## src/rtl/ball_ctrl_fsm.sv

```systemverilog
// ball_ctrl_fsm: game-flow controller and ball move-rate scheduler.
//   Sequences IDLE (serve) -> PLAY -> LOST/WIN/OVER and emits the one-cycle
//   ball_step strobe that advances the ball position units. Paddle hits
//   raise the speed level, which shortens the step period.
// Optional feature macro: BALL_CTRL_SPEEDUP_EN
//   defined   : paddle hits are counted and the speed level rises.
//   undefined : speed_level is constant 0, period is always BASE_PERIOD,
//               paddle_hit is ignored.
// Ports:
//   pclk, reset      clock; synchronous active-high reset
//   mouse_left       launch / restart button level (pclk-synchronous)
//   ball_y[11:0]     current ball centre y
//   paddle_hit       one-cycle pulse per paddle bounce
//   all_cleared      level: no bricks remain
//   ball_step        registered one-cycle move strobe
//   ball_hold        1 = ball locked to the paddle
//   ball_reset       one-cycle pulse: reload the serve position
//   lives[1:0]       remaining lives
//   speed_level[2:0] current speed level
//   game_state[2:0]  IDLE=0, PLAY=1, LOST=2, WIN=3, OVER=4
module ball_ctrl_fsm #(
  parameter int unsigned BASE_PERIOD    = 800_000,
  parameter int unsigned PERIOD_DEC     = 80_000,
  parameter int unsigned MAX_LEVEL      = 7,
  parameter int unsigned HITS_PER_LEVEL = 8,
  parameter int unsigned LIVES          = 3,
  parameter int unsigned BOTTOM_Y       = 757
) (
  input  logic        pclk,
  input  logic        reset,
  input  logic        mouse_left,
  input  logic [11:0] ball_y,
  input  logic        paddle_hit,
  input  logic        all_cleared,
  output logic        ball_step,
  output logic        ball_hold,
  output logic        ball_reset,
  output logic [1:0]  lives,
  output logic [2:0]  speed_level,
  output logic [2:0]  game_state
);

  typedef enum logic [2:0] {
    S_IDLE = 3'd0,
    S_PLAY = 3'd1,
    S_LOST = 3'd2,
    S_WIN  = 3'd3,
    S_OVER = 3'd4
  } state_e;

  state_e      state_q, state_d;
  logic [1:0]  lives_q, lives_d;
  logic [31:0] cnt_q, cnt_d;
  logic        step_q, step_d;
  logic        breset_q, breset_d;
  logic        hold_q, hold_d;
  logic        mouse_prev_q;
  logic        rise;
  logic [2:0]  level;
  logic [31:0] period;

`ifdef BALL_CTRL_SPEEDUP_EN
  logic [2:0] level_q, level_d;
  logic [3:0] hits_q, hits_d;
  assign level = level_q;
`else
  logic unused_speedup;
  assign level = '0;
  assign unused_speedup = ^{paddle_hit, 32'(MAX_LEVEL), 32'(HITS_PER_LEVEL)};
`endif

  assign rise   = mouse_left & ~mouse_prev_q;
  // Period is evaluated from the current level only where the counter is
  // (re)loaded, so a level change lands at the next reload.
  assign period = BASE_PERIOD - 32'(level) * PERIOD_DEC;

  always_comb begin
    state_d  = state_q;
    lives_d  = lives_q;
    cnt_d    = cnt_q;
    step_d   = 1'b0;
    breset_d = 1'b0;
`ifdef BALL_CTRL_SPEEDUP_EN
    level_d  = level_q;
    hits_d   = hits_q;
`endif
    case (state_q)
      S_IDLE: begin
        if (rise) begin
          state_d = S_PLAY;
          cnt_d   = period - 32'd1;
        end
      end
      S_PLAY: begin
        // Exits take priority over stepping, so no step is ever issued on
        // the edge that leaves PLAY.
        if (all_cleared) begin
          state_d = S_WIN;
        end else if (ball_y >= 12'(BOTTOM_Y)) begin
          state_d  = S_LOST;
          lives_d  = lives_q - 2'd1;
          breset_d = 1'b1;
        end else if (cnt_q == '0) begin
          step_d = 1'b1;
          cnt_d  = period - 32'd1;
        end else begin
          cnt_d = cnt_q - 32'd1;
        end
      end
      S_LOST: begin
        state_d = (lives_q == 2'd0) ? S_OVER : S_IDLE;
      end
      S_WIN, S_OVER: begin
        if (rise) begin
          state_d  = S_IDLE;
          lives_d  = 2'(LIVES);
          breset_d = 1'b1;
`ifdef BALL_CTRL_SPEEDUP_EN
          level_d  = '0;
          hits_d   = '0;
`endif
        end
      end
      default: state_d = S_IDLE;
    endcase
`ifdef BALL_CTRL_SPEEDUP_EN
    if (state_q == S_PLAY && paddle_hit) begin
      if (hits_q == 4'(HITS_PER_LEVEL - 1)) begin
        hits_d = '0;
        if (level_q < 3'(MAX_LEVEL)) level_d = level_q + 3'd1;
      end else begin
        hits_d = hits_q + 4'd1;
      end
    end
`endif
    hold_d = (state_d != S_PLAY);
  end

  always_ff @(posedge pclk) begin
    if (reset) begin
      state_q      <= S_IDLE;
      lives_q      <= 2'(LIVES);
      cnt_q        <= 32'(BASE_PERIOD - 1);
      step_q       <= 1'b0;
      breset_q     <= 1'b0;
      hold_q       <= 1'b1;
      mouse_prev_q <= 1'b0;
`ifdef BALL_CTRL_SPEEDUP_EN
      level_q      <= '0;
      hits_q       <= '0;
`endif
    end else begin
      state_q      <= state_d;
      lives_q      <= lives_d;
      cnt_q        <= cnt_d;
      step_q       <= step_d;
      breset_q     <= breset_d;
      hold_q       <= hold_d;
      mouse_prev_q <= mouse_left;
`ifdef BALL_CTRL_SPEEDUP_EN
      level_q      <= level_d;
      hits_q       <= hits_d;
`endif
    end
  end

  assign ball_step   = step_q;
  assign ball_hold   = hold_q;
  assign ball_reset  = breset_q;
  assign lives       = lives_q;
  assign speed_level = level;
  assign game_state  = state_q;

endmodule

```

## config.mk

```make
export PLATFORM = sky130hd
export DESIGN_NAME = ball_ctrl_fsm
export DESIGN_NICKNAME = d
export VERILOG_FILES = /design/src/rtl/ball_ctrl_fsm.sv
export SDC_FILE = /design/constraint.sdc
export NUM_CORES = 1
export LEC_CHECK = 0
export CORE_ASPECT_RATIO = 1.75
export CORE_UTILIZATION = 40
export DETAILED_ROUTE_END_ITERATION = 8
export GPL_ROUTABILITY_DRIVEN = 0
export PLACE_DENSITY = 0.62
export SYNTH_ARGS = -nofsm -noshare
export SYNTH_HDL_FRONTEND = slang
export SYNTH_SLANG_ARGS = --single-unit
```

## constraint.sdc

```tcl
create_clock -name pclk -period 2.6 [get_ports pclk]
set_input_delay 0.52 -clock pclk [delete_from_list [all_inputs] [get_ports pclk]]
set_output_delay 0.52 -clock pclk [all_outputs]
set_load 0.005 [all_outputs]
```

==> metrics.txt, run 1 <==
FFs w/ async S/R, synth 0%; number of global-route vias before repair 1,975; commonest non-fill, non-tap cell in the layout buf_4; GRT Util Overall 20.1%; CTS Root Cell clkbuf_8; synth-to-layout area growth 31.4%; Slew Limit Headroom 66.8%; Main synth FF type dfxtp_1; Setup CP Type reg -> reg; Rows 35; Worst setup SP type flop; CTS clk-pin slew, worst paths 0.09 ns; hold buffers post-CTS 0; Synth Register Bits 41; CP max FO 8; Worst Path Required 2.79 ns; slowest cell delay on critical path 0.43 ns; Pins Over Slew Limit 0; Synth cell types 53; CP Cell Sequence inv_1, ha_1, or3b_4, or4_4, or3_1, buf_4, o21ai_1, or3b_1; initial antenna violation count 0; WL/cell 14.4 um; TritonCTS clock tree built; DRT Pass-1 Iters 7; Seq/Total Area, Yosys 38.2%; PortBufs 23; final setup vio count 0; Ys Warns 0; die height 99.0 um; H-tree levels 2; Post-synth EDFFs 0; CTS sink count 41; post-route antenna net violation count 0; via count of the routed design 2,028; largest net degree at the start of global routing 14; final std cell area, no fill 2820 sq um; maximum vdd drop 0.293 mV; Skew-Pair Late Insertion Delay 0.31 ns; fmax 404 MHz; syn_area_per_cell 8.33 sq um; Post-DP Area 2690 sq um; failing checks DRC; outcome finished, violations left; Post-CTS Setup Repair Bufs 0; GRT overflow 0; Max-Cap Viols 0; Period Utilization, post-route 95.3%; first-pass GRT wire length 8760 um; Leak 1.03 nW; starting density of the core 41.2%; First DRT Iteration DRCs 71; drt via density 5.45; Finished Layout Cells 372; fin crit period 2.48 ns; Filler Cell Count 503; slew at the pin closest to its max-slew limit 0.486 ns; nets@finish 336; RSZ-0062 raised after global routing true; die area 5680 sq um; I/O pin total 28; CP Capture Type flop; worst min path class reg -> reg; share of cells above drive strength 1 21.5%; Cell Area, Synth 2150 sq um; core area 5210 sq um; most frequent cells in the layout buf_4 (42), dfxtp_1 (41), nor2_1 (29); clock buffer depth 2; # diodes 0; Cells after Synth 258; Post-Route WL 5370 um; skew final 0.0112 ns; PwrDens 483 nW/um^2; Crit path arrival time 2.67 ns; hpwl dp 4180 um; # DRC 6; post_cts resized 2; final hold vios 0; cts bufs inserted 5; Cell Count Post-Placement 364; Die X 57.4 um; slowest CP cell or4_4
==> synth_stat cells, drive strengths merged (8+ instances only) <==
master / number / area share [%]
dfxtp: 41 / 38
nor2: 30 / 5.4
nand2: 17 / 3.1
nor4: 17 / 6.2
a21oi: 13 / 3.0
nor3: 13 / 3.3
xnor2: 11 / 4.5
buf: 10 / 3.0
inv: 10 / 1.7
o21ai: 10 / 2.3
a31oi: 9 / 2.6
or3: 9 / 2.6
nand2b: 8 / 2.3
or4: 8 / 3.0
==> metrics by stage <==
stage                     setup TNS, ns  power (W)  hold slack, ns  setup slack (ns)  util (%)
after global routing          -0.000165    0.00142           0.472         -0.000165      54.2
final                                 0    0.00136           0.445             0.123      54.2
after CTS                             0    0.00138           0.444            0.0845      54.0
after detailed placement         -10.76   0.000833           0.430            -0.442      51.6
after global placement           -10.43   0.000831           0.424            -0.416      51.6
after floorplan                       0   0.000741           0.412            0.0297         -
==> layout make-up <==
class | instances | area (sq um) | share of cell area, %
clock buffers | 6 | 82.6 | 2.92
clock inverters | 2 | 37.5 | 1.33
inverters | 10 | 37.5 | 1.33
multi-input cells | 193 | 1230 | 43.6
flip-flops and latches | 41 | 821 | 29.1
well taps | 55 | 68.8 | 2.44
repair buffers | 65 | 546 | 19.3
==> power by group <==
group	internal (W)	total, W	switching, W
sequential	0.000639	0.000647	0.00000819
clock	0.000312	0.000545	0.000233
combinational	0.0000886	0.000173	0.0000841
total	0.00104	0.00136	0.000325
==> registers in the layout (all words and copies together) (netlist names) <==
| register | cells |
|---|---|
| cnt_q | 32 |
| game_state | 3 |
| lives | 2 |
| ball_hold | 1 |
| ball_reset | 1 |
| ball_step | 1 |
| mouse_prev_q | 1 |
==> worst max-delay path: cells and delay by family, from the launching register on <==
| family | cells | cell delay [ns] |
|---|---|---|
| compound gates | 1 | 0.10 |
| fa+ha+maj | 1 | 0.17 |
| buf+inv | 2 | 0.28 |
| flops | 1 | 0.33 |
| simple gates | 4 | 1.47 |
==> path summary, 6_finish.rpt <==
| path | from | endpoint | slack (ns) | cells past startpoint |
|---|---|---|---|---|
| min reg2reg | cnt_q[31] | cnt_q[31] | 0.44 | 1 |
| max reg2reg | cnt_q[1] | cnt_q[18] | 0.12 | 8 |
| min | cnt_q[31] | cnt_q[31] | 0.44 | 1 |
| max | cnt_q[1] | cnt_q[18] | 0.12 | 8 |
==> logic make-up after synthesis <==
group / count (synthesis) / share of synthesized area (%)
and+or+nand+nor: 124 / 33.4
AOI/OAI and AO/OA: 48 / 14.7
DFF: 41 / 38.2
buffers and inverters: 26 / 5.76
xor gates and xnor gates: 15 / 6.11
adders and majority gates: 3 / 1.75
other: 1 / 0.174
==> metal layers <==
layer,vias to the layer above,global-route usage (%),part of all wire [%]
li1,1041,-,-
met1,928,19.3,37
met2,48,38.3,56
met3,11,4.07,3.5
met4,0,11.1,2.9
met5,-,0,0
Note: power is estimated with default switching activity, not from simulation.
==> run 2: changes to the inputs <==
--- a/config.mk
+++ b/config.mk
@@ -5,6 +5,7 @@
 export SDC_FILE = /design/constraint.sdc
 export NUM_CORES = 1
 export LEC_CHECK = 0
+export CAP_MARGIN = 20
 export CORE_ASPECT_RATIO = 1.75
 export CORE_UTILIZATION = 40
 export DETAILED_ROUTE_END_ITERATION = 8
==> results of run 2 <==
The final DEF is identical to that of run 1; final timing and power are the same.
